<file path="config.mk">
export PLATFORM = sky130hd
export DESIGN_NAME = pool_sched_flat
export DESIGN_NICKNAME = d
export VERILOG_FILES = /design/src/rtl/pool_sched_if.sv /design/src/rtl/pool_sched.sv /design/src/flat_wrapper.sv
export SDC_FILE = /design/constraint.sdc
export NUM_CORES = 1
export LEC_CHECK = 0
export CAP_MARGIN = 15
export CORE_MARGIN = 4
export CORE_UTILIZATION = 35
export CTS_BUF_LIST = sky130_fd_sc_hd__clkbuf_4
export DETAILED_ROUTE_END_ITERATION = 12
export PLACE_DENSITY = 0.65
export SKIP_LAST_GASP = 1
export SYNTH_ARGS = -nofsm -noshare
export SYNTH_HDL_FRONTEND = slang
export SYNTH_SLANG_ARGS = --single-unit
</file>
<file path="constraint.sdc">
create_clock -name clk -period 6.3 [get_ports clk]
set_input_delay 0.945 -clock clk [delete_from_list [all_inputs] [get_ports clk]]
set_output_delay 0.945 -clock clk [all_outputs]
set_load 0.02 [all_outputs]
</file>
<file path="src/rtl/pool_sched_if.sv">
// Pooling scheduler bus: start/abort/config from the controller, per-point command
// and status toward the pool unit. perf_cycles exists only with POOL_SCHED_PERF_EN.
interface pool_sched_if #(
   parameter int unsigned ADDR_W = 28
);
   logic              start;
   logic              abort;
   logic [5:0]        cfg_rows;
   logic [5:0]        cfg_cols;
   logic [ADDR_W-1:0] cfg_base;
   logic              pool_ack;
   logic              pool_go;
   logic              pt_en;
   logic [5:0]        ptr;
   logic [5:0]        ptc;
   logic [ADDR_W-1:0] pt_addr;
   logic              busy;
   logic              done;
   logic [12:0]       pts_done;
`ifdef POOL_SCHED_PERF_EN
   logic [31:0]       perf_cycles;
`endif

   modport slave (
`ifdef POOL_SCHED_PERF_EN
      output perf_cycles,
`endif
      input  start, abort, cfg_rows, cfg_cols, cfg_base, pool_ack,
      output pool_go, pt_en, ptr, ptc, pt_addr, busy, done, pts_done
   );

   modport master (
`ifdef POOL_SCHED_PERF_EN
      input  perf_cycles,
`endif
      output start, abort, cfg_rows, cfg_cols, cfg_base, pool_ack,
      input  pool_go, pt_en, ptr, ptc, pt_addr, busy, done, pts_done
   );
endinterface

</file>
<file path="src/rtl/pool_sched.sv">
// Walks an output feature map point by point, issuing one pool_go per (row, col)
// and waiting for pool_ack. Optional busy-cycle counter under POOL_SCHED_PERF_EN.
module pool_sched #(
   parameter int unsigned ADDR_W    = 28,
   parameter int unsigned CH_STRIDE = 64
) (
   input  logic        clk,
   input  logic        rst,
   pool_sched_if.slave bus
);
   localparam int unsigned PT_W   = 6;
   localparam int unsigned CNT_W  = 13;
   localparam int unsigned PROD_W = ADDR_W + 32;

   typedef enum logic [2:0] {IDLE, ISSUE, WAIT, ADV, DONE} state_t;

   state_t            r_state;
   state_t            w_state_nxt;
   logic [PT_W-1:0]   r_rows;
   logic [PT_W-1:0]   r_cols;
   logic [PT_W-1:0]   r_ptr;
   logic [PT_W-1:0]   r_ptc;
   logic [PT_W-1:0]   w_rows_nxt;
   logic [PT_W-1:0]   w_cols_nxt;
   logic [PT_W-1:0]   w_ptr_nxt;
   logic [PT_W-1:0]   w_ptc_nxt;
   logic [ADDR_W-1:0] r_base;
   logic [ADDR_W-1:0] w_base_nxt;
   logic [ADDR_W-1:0] r_pt_addr;
   logic [ADDR_W-1:0] w_pt_addr_nxt;
   logic [CNT_W-1:0]  r_pts_done;
   logic [CNT_W-1:0]  w_pts_nxt;
   logic              r_pool_go;
   logic              r_busy;
   logic              r_done;
   logic              w_start_acc;

   // abort beats start even in IDLE
   assign w_start_acc = (r_state == IDLE) && bus.start && !bus.abort;

   always_comb begin
      w_state_nxt = r_state;
      w_rows_nxt  = r_rows;
      w_cols_nxt  = r_cols;
      w_base_nxt  = r_base;
      w_ptr_nxt   = r_ptr;
      w_ptc_nxt   = r_ptc;
      w_pts_nxt   = r_pts_done;
      if ((r_state != IDLE) && bus.abort) begin
         w_state_nxt = IDLE;
      end else begin
         case (r_state)
            IDLE: begin
               if (w_start_acc) begin
                  w_rows_nxt  = bus.cfg_rows;
                  w_cols_nxt  = bus.cfg_cols;
                  w_base_nxt  = bus.cfg_base;
                  w_ptr_nxt   = '0;
                  w_ptc_nxt   = '0;
                  w_pts_nxt   = '0;
                  w_state_nxt = ISSUE;
               end
            end
            ISSUE: w_state_nxt = WAIT;
            WAIT: begin
               if (bus.pool_ack) begin
                  w_pts_nxt   = r_pts_done + CNT_W'(1);
                  w_state_nxt = ADV;
               end
            end
            ADV: begin
               if (r_ptc < r_cols) begin
                  w_ptc_nxt   = r_ptc + PT_W'(1);
                  w_state_nxt = ISSUE;
               end else if (r_ptr < r_rows) begin
                  w_ptc_nxt   = '0;
                  w_ptr_nxt   = r_ptr + PT_W'(1);
                  w_state_nxt = ISSUE;
               end else begin
                  w_state_nxt = DONE;
               end
            end
            DONE:    w_state_nxt = IDLE;
            default: w_state_nxt = IDLE;
         endcase
      end
   end

   // {ptr, ptc} is ptr*64 + ptc; product kept wide, sum wraps at ADDR_W
   assign w_pt_addr_nxt = w_base_nxt
                        + ADDR_W'(PROD_W'({w_ptr_nxt, w_ptc_nxt}) * PROD_W'(CH_STRIDE));

   always_ff @(posedge clk) begin
      if (rst) begin
         r_state    <= IDLE;
         r_rows     <= '0;
         r_cols     <= '0;
         r_base     <= '0;
         r_ptr      <= '0;
         r_ptc      <= '0;
         r_pt_addr  <= '0;
         r_pts_done <= '0;
         r_pool_go  <= 1'b0;
         r_busy     <= 1'b0;
         r_done     <= 1'b0;
      end else begin
         r_state    <= w_state_nxt;
         r_rows     <= w_rows_nxt;
         r_cols     <= w_cols_nxt;
         r_base     <= w_base_nxt;
         r_ptr      <= w_ptr_nxt;
         r_ptc      <= w_ptc_nxt;
         r_pt_addr  <= w_pt_addr_nxt;
         r_pts_done <= w_pts_nxt;
         r_pool_go  <= (w_state_nxt == ISSUE);
         r_busy     <= (w_state_nxt != IDLE);
         r_done     <= (w_state_nxt == DONE);
      end
   end

   assign bus.pool_go  = r_pool_go;
   assign bus.pt_en    = r_pool_go;
   assign bus.ptr      = r_ptr;
   assign bus.ptc      = r_ptc;
   assign bus.pt_addr  = r_pt_addr;
   assign bus.busy     = r_busy;
   assign bus.done     = r_done;
   assign bus.pts_done = r_pts_done;

`ifdef POOL_SCHED_PERF_EN
   logic [31:0] r_perf_cycles;

   // counts cycles spent busy in the current/last pass, saturating
   always_ff @(posedge clk) begin
      if (rst) begin
         r_perf_cycles <= '0;
      end else if (w_start_acc) begin
         r_perf_cycles <= '0;
      end else if (r_busy && (r_perf_cycles != 32'hFFFF_FFFF)) begin
         r_perf_cycles <= r_perf_cycles + 32'd1;
      end
   end

   assign bus.perf_cycles = r_perf_cycles;
`endif
endmodule
</file>
<file path="src/flat_wrapper.sv">
// flat-port wrapper written by rule: the top's interface ports become plain ports
module pool_sched_flat 
#(
   parameter int unsigned ADDR_W    = 28,
   parameter int unsigned CH_STRIDE = 64
)
  (clk, rst, bus_start, bus_abort, bus_cfg_rows, bus_cfg_cols, bus_cfg_base, bus_pool_ack, bus_pool_go, bus_pt_en, bus_ptr, bus_ptc, bus_pt_addr, bus_busy, bus_done, bus_pts_done);
  pool_sched_if #(.ADDR_W(ADDR_W)) bus_i ();
  input  logic clk;
  input  logic rst;
  input wire logic [$bits(bus_i.start)-1:0] bus_start;
  input wire logic [$bits(bus_i.abort)-1:0] bus_abort;
  input wire logic [$bits(bus_i.cfg_rows)-1:0] bus_cfg_rows;
  input wire logic [$bits(bus_i.cfg_cols)-1:0] bus_cfg_cols;
  input wire logic [$bits(bus_i.cfg_base)-1:0] bus_cfg_base;
  input wire logic [$bits(bus_i.pool_ack)-1:0] bus_pool_ack;
  output wire logic [$bits(bus_i.pool_go)-1:0] bus_pool_go;
  output wire logic [$bits(bus_i.pt_en)-1:0] bus_pt_en;
  output wire logic [$bits(bus_i.ptr)-1:0] bus_ptr;
  output wire logic [$bits(bus_i.ptc)-1:0] bus_ptc;
  output wire logic [$bits(bus_i.pt_addr)-1:0] bus_pt_addr;
  output wire logic [$bits(bus_i.busy)-1:0] bus_busy;
  output wire logic [$bits(bus_i.done)-1:0] bus_done;
  output wire logic [$bits(bus_i.pts_done)-1:0] bus_pts_done;
  assign bus_i.start = bus_start;
  assign bus_i.abort = bus_abort;
  assign bus_i.cfg_rows = bus_cfg_rows;
  assign bus_i.cfg_cols = bus_cfg_cols;
  assign bus_i.cfg_base = bus_cfg_base;
  assign bus_i.pool_ack = bus_pool_ack;
  assign bus_pool_go = bus_i.pool_go;
  assign bus_pt_en = bus_i.pt_en;
  assign bus_ptr = bus_i.ptr;
  assign bus_ptc = bus_i.ptc;
  assign bus_pt_addr = bus_i.pt_addr;
  assign bus_busy = bus_i.busy;
  assign bus_done = bus_i.done;
  assign bus_pts_done = bus_i.pts_done;
  pool_sched #(.ADDR_W(ADDR_W), .CH_STRIDE(CH_STRIDE)) u_core (.clk(clk), .rst(rst), .bus(bus_i));
endmodule
</file>
---- Yosys cells after proc, flatten, opt, wreduce, memory -nomap -nowiden ----
Cells that the tools add are included.
word-level totals
  register bits ........................... 99
  output and inout bits ................... 57
  logic and storage cells ................. 57
cells by class
  add/subtract/negate cells ............... 4
  $lt $le $gt $ge ......................... 2
  equal/unequal tests ..................... 7
  mux-type cells .......................... 22
  bitwise operators ....................... 1
  reduce and logical (&&, ||, !) cells .... 10
operators by type and width
  cell                                                    number
  two-way mux 28 bit                                      3
  two-way mux 6 bit                                       8
  adder 28 x 18 -> 28 bit                                 1
  two-way mux 13 bit                                      2
  one-hot mux 13 bit (2 select lines)                     1
  one-hot mux 6 bit (2 select lines)                      2
  two-way mux 3 bit                                       5
  adder 13 x 1 -> 13 bit (second input constant)          1
  adder 6 x 1 -> 6 bit (second input constant)            2
  less-than comparator 6 bit                              2
  one-hot mux 3 bit (4 select lines)                      1
  equality test 3 x 1 -> 1 bit (second input constant)    2
  equality test 3 x 2 -> 1 bit (second input constant)    2
  nonzero test 3 bit                                      2
  AND reduction 4 bit                                     1
  equality test 3 bit (second input constant)             1
  logical AND 1 bit                                       3
  logical NOT 3 bit                                       1
  AND reduction 3 bit                                     1
  inequality test 2 x 1 -> 1 bit (second input constant)  1
  inequality test 2 bit (second input constant)           1
  nonzero test 2 bit                                      1
  logical NOT 1 bit                                       1
  NOT 1 bit                                               1

---- Longest topological paths before layout ----
  depth in word-level cells ............... 7
  depth in mapped cells ................... 15

---- Worst setup path after synthesis ----
Ideal clock, no wire load.
  kind .................................... input port to flip-flop
  start ................................... input bus_start
  end ..................................... register u_core.r_pt_addr[26] (netlist: u_core.bus.pt_addr[26])
  arrival time ............................ 3.604 ns
  data required time ...................... 6.222 ns
  slack ................................... 2.618 ns
  stages .................................. 12
  path buffers ............................ 0
  cell sequence ........................... or3b_4 > a21oi_1 > o31ai_1 > mux2_2 > ha_1 > fa_1 > a21o_1 > a31oi_1 > o21a_1 > nor2_1 > and3_1 > nor3_1
on the way
  cells in the longest elaborated chain, start to end .. 6
RTL lines
  item                                line                RTL
  from (decl)                         flat_wrapper.sv:11  input wire logic [$bits(bus_i.start)-1:0] bus_start;
  logical AND 1 bit (2 in a row)      pool_sched.sv:39    assign w_start_acc = (r_state == IDLE) && bus.start && !bus.abort;
  two-way mux 6 bit                   pool_sched.sv:54    if (w_start_acc) begin
  one-hot mux 6 bit (2 select lines)  pool_sched.sv:52    case (r_state)
  two-way mux 6 bit                   pool_sched.sv:49    if ((r_state != IDLE) && bus.abort) begin
  net u_core.w_ptc_nxt[0]             pool_sched.sv:26    logic [PT_W-1:0] w_ptc_nxt;
  adder 28 x 18 -> 28 bit             pool_sched.sv:91    + ADDR_W'(PROD_W'({w_ptr_nxt, w_ptc_nxt}) * PROD_W'(CH_STRIDE));
  to (signal assigned)                pool_sched.sv:113   r_pt_addr <= w_pt_addr_nxt;
  to (decl)                           pool_sched.sv:29    logic [ADDR_W-1:0] r_pt_addr;
The timed path passes the listed nets, and every way through them passes these cells.
A chain may end at the register's enable or synchronous reset.

---- Worst setup path after layout ----
  start ................................... input bus_abort
  end ..................................... register u_core.r_pt_addr[27] (netlist: u_core.bus.pt_addr[27])
on the way
  cells in the longest elaborated chain, start to end .. 6
RTL lines
  item                         line                RTL
  from (decl)                  flat_wrapper.sv:12  input wire logic [$bits(bus_i.abort)-1:0] bus_abort;
  logical NOT 1 bit            pool_sched.sv:39
  logical AND 1 bit            pool_sched.sv:39
  two-way mux 28 bit           pool_sched.sv:54
  two-way mux 28 bit           pool_sched.sv:52
  two-way mux 28 bit (*)       pool_sched.sv:49
  net u_core.w_base_nxt[10]    pool_sched.sv:28    logic [ADDR_W-1:0] w_base_nxt;
  adder 28 x 18 -> 28 bit (*)  pool_sched.sv:91
Mark *: on every way through the listed nets, which the timed path passes. The rest lies on a longest branch.

==> reports/summary.txt <==
outcome = finished clean
vias per cell = 5.044
Num CTS Buffers = 9
gp weighted congestion = 0.8501
Clk Latency, worst-skew pair = 470 ps
Reg clk slew, reported paths = 120 ps
Sink Count = 93
Worst Path Arrival = 4580 ps
maximum vdd drop = 0.1122 mV
per-cell routed wire length = 14.29 µm
Synth cell types = 57
Final WS setup = 2109 ps
largest net degree at the start of global routing = 82
post-synthesis cell area = 4578 µm²
Hold Buf Count CTS = 0
Starting Density = 35.99%
Area after DPL = 5677 µm²
Post-Route WL = 11660 µm
crit path launch type = primary input
number of synthesized flops with an enable pin = 0
vias = 4116
num rows = 41
worst reg-to-reg path cell count = 14
placed instance count = 801
initial antenna violation count = 0
initial DRC count = 212
final hold vios = 0
Ports = 102
critical path peak fanout = 44
Slew HR = 34.94%
Pleak = 2.314 nW
grt ovf = 0
non-filler cells, final = 816
die area = 14970 µm²
pre-CTS setup slack = 1627 ps
Slew @ Worst Pin = 972.5 ps
# DRC = 0
die width = 122.4 µm
H-Tree Depth = 3
Final Max Tran Viols = 0
synthesis-stage register bit count = 93
fraction of registers with async set/reset = 0%
Req. time, crit path = 6690 ps
fin nets = 711
Post-Syn Nets = 624
Clock Skew = 23.50 ps
filler instances = 1307
hold path cells = 2
final instance area = 5828 µm²
Syn Area/Cell = 8.279 µm²
global-route wire length before repair = 19110 µm
Resized cells post-CTS = 0
n_diodes = 0
sequential share of the synthesized area = 40.67%
GRT Overall Usage = 16.00%
port buffer count = 101
post-synthesis cell count = 553
Die Y = 122.4 µm
CTS tree = yes
Finished Core Util = 45.81%
reg2reg start = u_core.bus.ptc[2]
type of the most critical hold path = flop to flop
layout cells sized above 1 = 4.814%
number of post-CTS setup repair buffers = 0
f_max = 238.6 MHz
post-route ant nets = 0
final period utilization = 66.53%
Worst Min Path Start = u_core.r_rows[0]
setup tns final = 0 ps
RSZ-0062 raised after global routing = no
Warnings, synthesis = 0
clk buf depth = 2
post-layout min period = 4191 ps
reg2reg setup slack = 2110 ps
Hold Path Sink = u_core.r_rows[0]
Crit Path Class = primary input to flop
Max-Cap Viols = 0
PD cells = 198.5 nW/µm²
Crit. End Element = flop
post-DP HPWL = 8713 µm
first-pass iteration count of the detailed router = 4
vias in the first global route = 4067
area delta synth->final = 27.30%
FF-to-FF End = u_core.bus.pt_addr[27]
Final Setup Violations = 0
Root Buffer = clkbuf_4
ys flop type = dfxtp_1
core area = 12720 µm²
[stage by stage]
step / power [W] / hold slack, ps
2_1_floorplan: 0.0007388 / 431.8
3_3_place_gp: 0.0008074 / 441.8
3_5_place_dp: 0.0008107 / 445.2
4_1_cts: 0.001175 / 463.3
5_1_grt: 0.001214 / 488.3
6_report: 0.001157 / 463.2
[state kept, by name (all words and copies together) (netlist names), 3 cells and up]
| name | cells |
|---|---|
| u_core.bus.ptc | 6 |
| u_core.r_base | 22 |
| u_core.bus.pts_done | 13 |
| u_core.bus.ptr | 6 |
| u_core.bus.pt_addr | 28 |
| u_core.r_rows | 6 |
| u_core.r_cols | 6 |
| u_core.r_state | 3 |
[per-layer routing]
layer	global-route usage (%)	wire length [µm]
met2	25.73	5464
met5	0	0
met4	7.838	270
met3	3.318	589
met1	20.42	5336
[power breakdown]
part           internal (W)  switching [W]  total, W
clock network      0.000161       0.000199  0.000361
registers          0.000610      0.0000102  0.000620
logic             0.0000775      0.0000987  0.000176
[Yosys cell counts, types with 7 or more instances]
| master | instances | area (µm²) |
|---|---|---|
| inv_1 | 12 | 45.04 |
| nor3_1 | 10 | 50.05 |
| o21ai_0 | 10 | 50.05 |
| nand2_1 | 110 | 412.9 |
| mux2i_1 | 10 | 100.1 |
| ha_1 | 25 | 312.8 |
| nor2_1 | 47 | 176.4 |
| xnor2_1 | 8 | 70.07 |
| clkbuf_1 | 15 | 56.30 |
| xor2_1 | 17 | 148.9 |
| a31oi_1 | 10 | 62.56 |
| nand4_1 | 7 | 43.79 |
| nand3_1 | 14 | 70.07 |
| nor2b_1 | 12 | 75.07 |
| buf_4 | 7 | 52.55 |
| a21oi_1 | 64 | 320.3 |
| dfxtp_1 | 93 | 1862 |
| and3_1 | 10 | 62.56 |
[critical path, cell delays in order]
cell and delay [ps]:
clkdlybuf4s50_1 440, nor2_1 300, nand2_2 640, nand2_1 300, nand2_1 90, ha_1 380
a211o_1 330, a21o_1 170, o2111ai_1 390, nand2_1 190, a31o_2 280, a21oi_1 110
[layout make-up]
class / instances / area, µm² / area share, %
clock buffer: 10 / 75.07 / 1.288
clock inverter: 5 / 76.32 / 1.310
inverter: 12 / 45.04 / 0.7729
multi-input combinational: 421 / 2534 / 43.47
sequential: 93 / 1862 / 31.95
tap: 172 / 215.2 / 3.693
timing repair buffer: 103 / 1021 / 17.52
[worst max path at each step]
stage	start	slack (ps)	to
floorplan	bus_start	2620	u_core.bus.pt_addr[26]
global placement	bus_start	1750	u_core.bus.pt_addr[26]
detailed placement	bus_abort	1630	u_core.bus.pt_addr[27]
CTS	u_core.bus.ptc[2]	2090	u_core.bus.pt_addr[27]
global route	u_core.bus.ptc[2]	1810	u_core.bus.pt_addr[27]
finish	bus_abort	2110	u_core.bus.pt_addr[27]
[layout by cell type (no fill, tap or decap), types with 7 or more instances in the layout]
cell,n
a21oi_1,64
a31oi_1,10
and3_1,10
clkbuf_4,10
clkdlybuf4s50_1,100
dfxtp_1,93
ha_1,25
inv_1,12
mux2i_1,10
nand2_1,109
nand3_1,14
nand4_1,7
nor2_1,47
nor2b_1,12
nor3_1,10
o21ai_0,10
xnor2_1,8
xor2_1,17
[logic make-up (layout without fill, tap and decap cells)]
group	Yosys count	in the layout	share of synthesized area (%)
fa+ha+maj	26	26	7.270
buf+inv	39	130	4.045
mux	11	11	2.432
xor+xnor	25	25	4.783
compound gates	122	122	16.53
simple gates	237	237	24.27
flops	93	93	40.67
Note: power is estimated with default switching activity, not from simulation.
